`config.mk`:
```
export PLATFORM = sky130hd
export DESIGN_NAME = multi_channel_signature_analyzer
export DESIGN_NICKNAME = d
export VERILOG_FILES = /design/src/rtl/multi_channel_signature_analyzer.sv
export SDC_FILE = /design/constraint.sdc
export NUM_CORES = 1
export LEC_CHECK = 0
export ABC_AREA = 0
export CELL_PAD_IN_SITES_DETAIL_PLACEMENT = 1
export CELL_PAD_IN_SITES_GLOBAL_PLACEMENT = 2
export CORE_MARGIN = 2
export CORE_UTILIZATION = 26
export DETAILED_ROUTE_END_ITERATION = 8
export PLACE_DENSITY_LB_ADDON = 0.1
export SLEW_MARGIN = 20
export SYNTH_ARGS = -nofsm -noshare
export SYNTH_HDL_FRONTEND = slang
export SYNTH_SLANG_ARGS = --single-unit
```
`constraint.sdc`:
```
create_clock -name clk_i -period 2.5 [get_ports clk_i]
set_input_delay 0.5 -clock clk_i [delete_from_list [all_inputs] [get_ports clk_i]]
set_output_delay 0.5 -clock clk_i [all_outputs]
set_load 0.02 [all_outputs]
```
`src/rtl/multi_channel_signature_analyzer.sv`:
```
// multi_channel_signature_analyzer
// Compresses up to CHANNELS pixel streams per clock into one MISR signature,
// counts absorbed samples (saturating) and freezes the result at frame end.
// Optional golden comparison is built when SA_GOLDEN_COMPARE_EN is defined;
// without it pass_o/fail_o stay 0 and golden_i is unused.
module multi_channel_signature_analyzer #(
  parameter int unsigned           DATA_W   = 8,
  parameter int unsigned           CHANNELS = 2,
  parameter int unsigned           SIG_W    = 24,
  parameter logic [SIG_W-1:0]      POLY     = 24'h800057,
  parameter logic [SIG_W-1:0]      SEED     = '0,
  parameter int unsigned           COUNT_W  = 16
) (
  input  logic                         clk_i,
  input  logic                         reset_i,
  input  logic                         en_i,
  input  logic                         clear_i,
  input  logic [CHANNELS-1:0]          rdy_i,
  input  logic [CHANNELS*DATA_W-1:0]   data_i,
  input  logic                         frame_done_i,
  input  logic [SIG_W-1:0]             golden_i,
  output logic [SIG_W-1:0]             signature_o,
  output logic                         sig_valid_o,
  output logic [COUNT_W-1:0]           sample_count_o,
  output logic                         pass_o,
  output logic                         fail_o
);

  localparam int unsigned POP_W = $clog2(CHANNELS + 1);
  localparam int unsigned SUM_W = COUNT_W + POP_W;
  localparam logic [SUM_W-1:0] SUM_CAP = SUM_W'({COUNT_W{1'b1}});

  typedef enum logic [1:0] {
    IDLE  = 2'd0,
    ACCUM = 2'd1,
    DONE  = 2'd2
  } state_t;

  state_t               state_q, state_d;
  logic [SIG_W-1:0]     sig_q, sig_d, sig_chain;
  logic [COUNT_W-1:0]   cnt_q, cnt_d, cnt_next;
  logic [POP_W-1:0]     pop;
  logic [SUM_W-1:0]     cnt_sum;
  logic                 valid_q, valid_d;
  logic                 pass_q, pass_d;
  logic                 fail_q, fail_d;
  logic                 absorb;
  logic                 done_entry;

  // One MISR step: shift in tap parity, then fold in the zero-extended sample.
  function automatic logic [SIG_W-1:0] misr_step(input logic [SIG_W-1:0] s,
                                                 input logic [DATA_W-1:0] d);
    logic fb;
    fb = ^(s & POLY);
    return {s[SIG_W-2:0], fb} ^ SIG_W'(d);
  endfunction

  // State register.
  always_ff @(posedge clk_i or posedge reset_i) begin
    if (reset_i) state_q <= IDLE;
    else         state_q <= state_d;
  end

  // Next-state logic; clear wins everywhere, dropping enable pauses in IDLE.
  always_comb begin
    state_d = state_q;
    if (clear_i) begin
      state_d = IDLE;
    end else begin
      case (state_q)
        IDLE:    if (en_i) state_d = ACCUM;
        ACCUM: begin
          if (!en_i)             state_d = IDLE;
          else if (frame_done_i) state_d = DONE;
        end
        DONE:    state_d = DONE;
        default: state_d = IDLE;
      endcase
    end
  end

  // Chained absorption of valid channels in ascending order plus popcount.
  always_comb begin
    sig_chain = sig_q;
    pop       = '0;
    for (int k = 0; k < int'(CHANNELS); k++) begin
      if (rdy_i[k]) begin
        sig_chain = misr_step(sig_chain, data_i[k*DATA_W +: DATA_W]);
        pop       = pop + POP_W'(1);
      end
    end
  end

  // Saturating sample counter increment.
  always_comb begin
    cnt_sum  = SUM_W'(cnt_q) + SUM_W'(pop);
    cnt_next = (cnt_sum > SUM_CAP) ? {COUNT_W{1'b1}} : cnt_sum[COUNT_W-1:0];
  end

  // Output/datapath next values; samples only enter while enabled in ACCUM.
  always_comb begin
    absorb     = (state_q == ACCUM) && en_i && !clear_i;
    done_entry = absorb && frame_done_i;
    sig_d      = sig_q;
    cnt_d      = cnt_q;
    pass_d     = pass_q;
    fail_d     = fail_q;
    valid_d    = (state_d == DONE);
    if (clear_i) begin
      sig_d  = SEED;
      cnt_d  = '0;
      pass_d = 1'b0;
      fail_d = 1'b0;
    end else if (absorb) begin
      sig_d = sig_chain;
      cnt_d = cnt_next;
`ifdef SA_GOLDEN_COMPARE_EN
      if (done_entry) begin
        pass_d = (sig_chain == golden_i);
        fail_d = (sig_chain != golden_i);
      end
`endif
    end
  end

`ifndef SA_GOLDEN_COMPARE_EN
  logic unused_golden;
  assign unused_golden = ^golden_i;
`endif

  // Registered outputs.
  always_ff @(posedge clk_i or posedge reset_i) begin
    if (reset_i) begin
      sig_q   <= SEED;
      cnt_q   <= '0;
      valid_q <= 1'b0;
      pass_q  <= 1'b0;
      fail_q  <= 1'b0;
    end else begin
      sig_q   <= sig_d;
      cnt_q   <= cnt_d;
      valid_q <= valid_d;
      pass_q  <= pass_d;
      fail_q  <= fail_d;
    end
  end

  assign signature_o    = sig_q;
  assign sample_count_o = cnt_q;
  assign sig_valid_o    = valid_q;
  assign pass_o         = pass_q;
  assign fail_o         = fail_q;

endmodule

```
* Yosys cells after proc, flatten, opt, wreduce, memory -nomap -nowiden
Cells that the tools add are included.
** Word-level totals
- Register bits after elaboration :: 43
- Latch bits :: 0
- Memory bits (writable) :: 0
- ROM bits :: 0
- Output and inout bits :: 43
- Word-level logic and storage cells :: 33
- Memories kept :: 0
** Operators by class
- Add/sub/neg operators :: 2
- Multipliers :: 0
- Div/mod/pow operators :: 0
- Magnitude comparators :: 1
- Eq/ne operators :: 3
- Shifts and indexed selects :: 0
- Mux-type cells :: 14
- Bitwise logic cells :: 2
- Reductions and logical operators :: 7
** Operators with widths (number)
- 24-bit 2-to-1 mux :: 4
- 16-bit 2-to-1 mux :: 3
- 24-bit XOR reduction :: 2
- 24-bit by 8-bit bitwise XOR with 24-bit output :: 2
- 16-bit by 2-bit adder with 17-bit output :: 1
- 17-bit by 16-bit > comparator with 1-bit output, second input constant :: 1
- 2-bit 2-to-1 mux :: 5
- 2-bit one-hot mux with 3 select lines :: 1
- 2-bit equality test, second input constant :: 2
- 2-bit by 1-bit adder with 2-bit output, second input constant :: 1
- 2-bit by 1-bit equality test with 1-bit output, second input constant :: 1
- 1-bit logical AND :: 2
- 2-bit zero test :: 1
- 2-bit nonzero test :: 1
- 1-bit zero test :: 1
- 1-bit 2-to-1 mux :: 1

* Depth between registers and ports, before layout
- Word-level depth :: 8
- Mapped depth :: 9
- Mapped depth without buffers :: 9

* Least setup slack after synthesis
OpenSTA, ideal clock, no wires.
- Path type :: input -> register
- Start point :: input rdy_i[0]
- End point :: register cnt_q[11] (netlist: sample_count_o[11])
- Setup time :: 147 ps
- Data arrival time :: 2254 ps
- Slack :: 99 ps
- Stages on the path :: 9
- Cell sequence :: ha_1 -> ha_1 -> fa_1 -> and3_1 -> nand4_1 -> clkbuf_1 -> o21ai_0 -> a21oi_1 -> a311oi_1
** On the way
- Longest elaborated chain between the ends :: 8
** RTL lines
- from (decl) :: line 18 : input logic [CHANNELS-1:0] rdy_i,
- 1-bit 2-to-1 mux * :: line 87 : if (rdy_i[k]) begin
- 2-bit by 1-bit adder with 2-bit output :: line 89 : pop = pop + POP_W'(1);
- 2-bit 2-to-1 mux * :: line 87
- 16-bit by 2-bit adder with 17-bit output * :: line 96 : cnt_sum = SUM_W'(cnt_q) + SUM_W'(pop);
- 17-bit by 16-bit > comparator with 1-bit output :: line 97 : cnt_next = (cnt_sum > SUM_CAP) ? {COUNT_W{1'b1}} : cnt_sum[COUNT_W-1:0];
- 16-bit 2-to-1 mux * :: line 97
- 16-bit 2-to-1 mux * :: line 114 : end else if (absorb) begin
- 16-bit 2-to-1 mux * :: line 109 : if (clear_i) begin
- to (signal assigned) :: line 141 : cnt_q <= cnt_d;
- to (decl) :: line 41 : logic [COUNT_W-1:0] cnt_q, cnt_d, cnt_next;
Every way passes the cells marked *; elsewhere a longest branch is shown, timed or not. The select of a mux whose other input is x is not followed.
A chain may end at the register's enable or synchronous reset.

* Final worst setup path
- Start point :: input data_i[4]
- End point :: register sig_q[0] (netlist: signature_o[0])
** On the way
- Longest elaborated chain between the ends :: 7
** RTL lines
- from (decl) :: line 19 : input logic [CHANNELS*DATA_W-1:0] data_i,
- 24-bit by 8-bit bitwise XOR with 24-bit output :: line 55 : return {s[SIG_W-2:0], fb} ^ SIG_W'(d);
- 24-bit 2-to-1 mux :: line 87
- 24-bit XOR reduction :: line 54 : fb = ^(s & POLY);
- 24-bit by 8-bit bitwise XOR with 24-bit output :: line 55
- 24-bit 2-to-1 mux :: line 87
- 24-bit 2-to-1 mux :: line 114
- 24-bit 2-to-1 mux :: line 109
- to (signal assigned) :: line 140 : sig_q <= sig_d;
- to (decl) :: line 40 : logic [SIG_W-1:0] sig_q, sig_d, sig_chain;
Every way passes these cells. The select of a mux whose other input is x is not followed.

==> impl_metrics.toml <==
[power_and_ir_drop]
cellPowerDensity_mw_per_mm2 = 484.1
p_seq_share_pct = 42.1
p_switching_mw = 0.4737
power.share.switching_pct = 26.90
pwr-share-clk_pct = 37.8
power_frac_comb_pct = 20.2
p_int_mw = 1.287
p_leak_nw = 1.482
p_total_mw = 1.761
ir_drop_uv = 215.4

[layout]
n_fill_cell = 1176
finalInstanceArea_mm2 = 0.003637
insertedDiodeCount = 0
area_growth_pct = 42.85
multiInputGateArea_mm2 = 0.001374
layout.nets = 416
post_layout_nonfiller_instances = 499
final_cell_mix = "61 x clkdlybuf4s50_1, 53 x nor2_1, 43 x dfrtp_1"
layout_commonest_cell = "clkdlybuf4s50_1"
fin_util_pct = 37.73
post_route_cells_drive_above_1_share_pct = 12.84
seqCellArea_mm2 = 0.001076

[critical_path]
endpoint_kind = "register"
cp-start-kind = "input port"
crit_path_top_delay_cell = "xnor3_1"
r2r_start = "signature_o[3]"
path_cells = "clkdlybuf4s50_1, xor2_1, mux2i_2, xnor3_1, xnor2_2, and3_1, o21ai_1, mux2_1"
cp_top_family = "XOR/XNOR gates"
worstPathArrival_ns = 2.51
crit_path_max_fanout = 2
crit_type = "in2reg"
rr_endpoint = "signature_o[0]"
crit_path_max_incr_delay_ns = 0.46
rrSetupSlack_ns = 0.39
crit_buf_inv = 1
critPathRequiredTime_ns = 2.69
ff2ff_path_depth = 7

[synth]
synth_edf_count = 0
yosysSeqAreaShare_pct = 42.26
ys_ff_latch = 43
syn_area_per_cell_um2 = 8.903
synth_area_mm2 = 0.002546
ys_warn_count = 0
netlist-cell-type-count = 36
async_reset_ff_share_pct = 100.0
syn_inst = 286
synth_flop_cell = "dfrtp_1"

[clock_tree]
cts_made_buffers = 5
worst_setup_hold_path_clk_slew_ns = 0.09
cts_buffer_depth = 2
holdBufCountCts = 0
cts_tree = "done"
cts_root_buf = "clkbuf_8"
clkLatencyLatePin_ns = 0.30
ctsHtreeMaxLevel = 2
cts_sinks = 43

[drt]
dr_total_vias = 2397
antenna_left = 0
drtPass1Iterations = 4
wirelength_mm = 7.368
first_iter_violations = 62
wl_per_cell_um = 14.77
drt-vias-per-instance = 4.804
route.detailed.drc = 0

[placed_design]
place_congestion = 0.7328
dp.cells = 490
hpwl_mm = 5.061
numPortBuffers = 63
place_ws_ns = -0.3839
dpl_cell_area_mm2 = 0.003460

[timing]
worstMarginPinSlew_ns = 0.5864
finalHoldViolCount = 0
relSlewSlack_pct = 60.90
rsz0062_at_grt = "false"
fin_ws_ns = 0.1761
slew_violations = 0
fmax_ghz = 0.4303
finalSetupViolCount = 0
skew_ns = 0.007462
fin_crit_ns = 2.324
finalCritPeriodShare_pct = 92.96

[worst_hold_path]
holdPathEnd = "sample_count_o[8]"
worstHoldStart = "sample_count_o[8]"
hold_depth = 1
hold_class = "reg2reg"

[die]
dieArea_mm2 = 0.01060
die_x_um = 103.0
rows = 36
ios = 90
start_util_pct = 26.41
core_area_mm2 = 0.009639
die_y_um = 103.0

[global_route]
grt_overflow = 0
antenna_found_initial = 0
grt_pass1_vias = 2465
grt_max_degree = 45
grt_pass1_wl_mm = 12.44
grtUsageTotal_pct = 14.81

[run_status]
status = "finished, final reports clean"

[flow_run]
cap_violations = 0
-- Yosys cell counts (5+ instances only) --
library cell | count | area, um^2
a211oi_1 | 26 | 195.2
o22ai_1 | 15 | 93.84
xor2_1 | 12 | 105.1
nor2_1 | 53 | 198.9
nand2_1 | 17 | 63.81
and3_1 | 5 | 31.28
dfrtp_1 | 43 | 1076
inv_1 | 5 | 18.77
nand3_1 | 7 | 35.03
mux2i_1 | 6 | 60.06
clkbuf_1 | 14 | 52.55
a21oi_1 | 23 | 115.1
xnor2_1 | 11 | 96.34
nor3_1 | 6 | 30.03
-- cell families (layout without fill, tap and decap cells) --
logic type | Yosys count | count (layout) | synth area share, %
and+or+nand+nor | 102 | 102 | 17.94
xor gates and xnor gates | 25 | 25 | 9.435
adders and majority gates | 4 | 4 | 2.261
muxes | 9 | 9 | 3.882
buffers and inverters | 26 | 105 | 5.061
DFF | 43 | 43 | 42.26
AOI/OAI and AO/OA | 76 | 76 | 19.02
other | 1 | 2 | 0.1473
-- sequential cells by signal, summed over array words and instances (netlist names) --
signal and flops:
signature_o 24, sample_count_o 16, state_q 2, sig_valid_o 1
-- final cells by class --
| cell class | count | share of cell area (%) |
|---|---|---|
| well taps | 133 | 4.575 |
| clock inverters | 3 | 1.858 |
| multi-input cells | 218 | 37.77 |
| flip-flops and latches | 43 | 29.58 |
| clock buffers | 5 | 1.892 |
| inverters | 5 | 0.5160 |
| repair buffers | 92 | 23.80 |
-- timing repair --
action / 4_1_cts / 5_1_grt
resized for setup: 7 / 3
setup endpoints to repair: 7 / 10
setup buffers: 1 / 0
pin swaps: 3 / 3
gates cloned: 0 / 0
-- worst reg2reg max path, stage by stage (launching register included) --
cell and delay (ns):
dfrtp_1 0.42, xor2_1 0.17, mux2i_2 0.18, xnor3_1 0.46
xnor2_2 0.15, and3_1 0.17, o21ai_1 0.13, mux2_1 0.33
-- through the flow --
stage | setup TNS, ns | hold slack, ns
2_1_floorplan | 0 | 0.5047
3_3_place_gp | -4.625 | 0.5289
3_5_place_dp | -4.735 | 0.5342
4_1_cts | -0.001712 | 0.5535
5_1_grt | 0 | 0.5667
6_report | 0 | 0.5511
-- worst max path at each step --
stage | slack (ns) | start | depth (start not counted) | endpoint
after floorplan | 0.1 | rdy_i[0] | 9 | sample_count_o[11]
after detailed placement | -0.38 | rdy_i[0] | 10 | sample_count_o[2]
after CTS | -0.002 | rdy_i[1] | 11 | sample_count_o[3]
after global routing | 0.1 | rdy_i[0] | 11 | sample_count_o[3]
final | 0.18 | data_i[4] | 8 | signature_o[0]
after global placement | -0.38 | rdy_i[0] | 8 | signature_o[0]
-- layer usage --
metal / vias up / global-route usage [%] / share of wire [%]
met3: 6 / 2.441 / 3.4
met1: 1174 / 21.84 / 51
met4: 0 / 3.644 / 1.1
met5: - / 0 / 0
li1: 1172 / - / -
met2: 45 / 22.63 / 45
-- power groups by stage --
stage / Clock (mW) / Sequential [mW] / Combinational, mW
6_report: 0.665 / 0.741 / 0.355
5_1_grt: 0.715 / 0.746 / 0.395
4_1_cts: 0.693 / 0.742 / 0.363
3_5_place_dp: 0 / 0.755 / 0.357
3_3_place_gp: 0 / 0.755 / 0.356
2_1_floorplan: 0 / 0.771 / 0.198
Note: power is estimated with default switching activity, not from simulation.
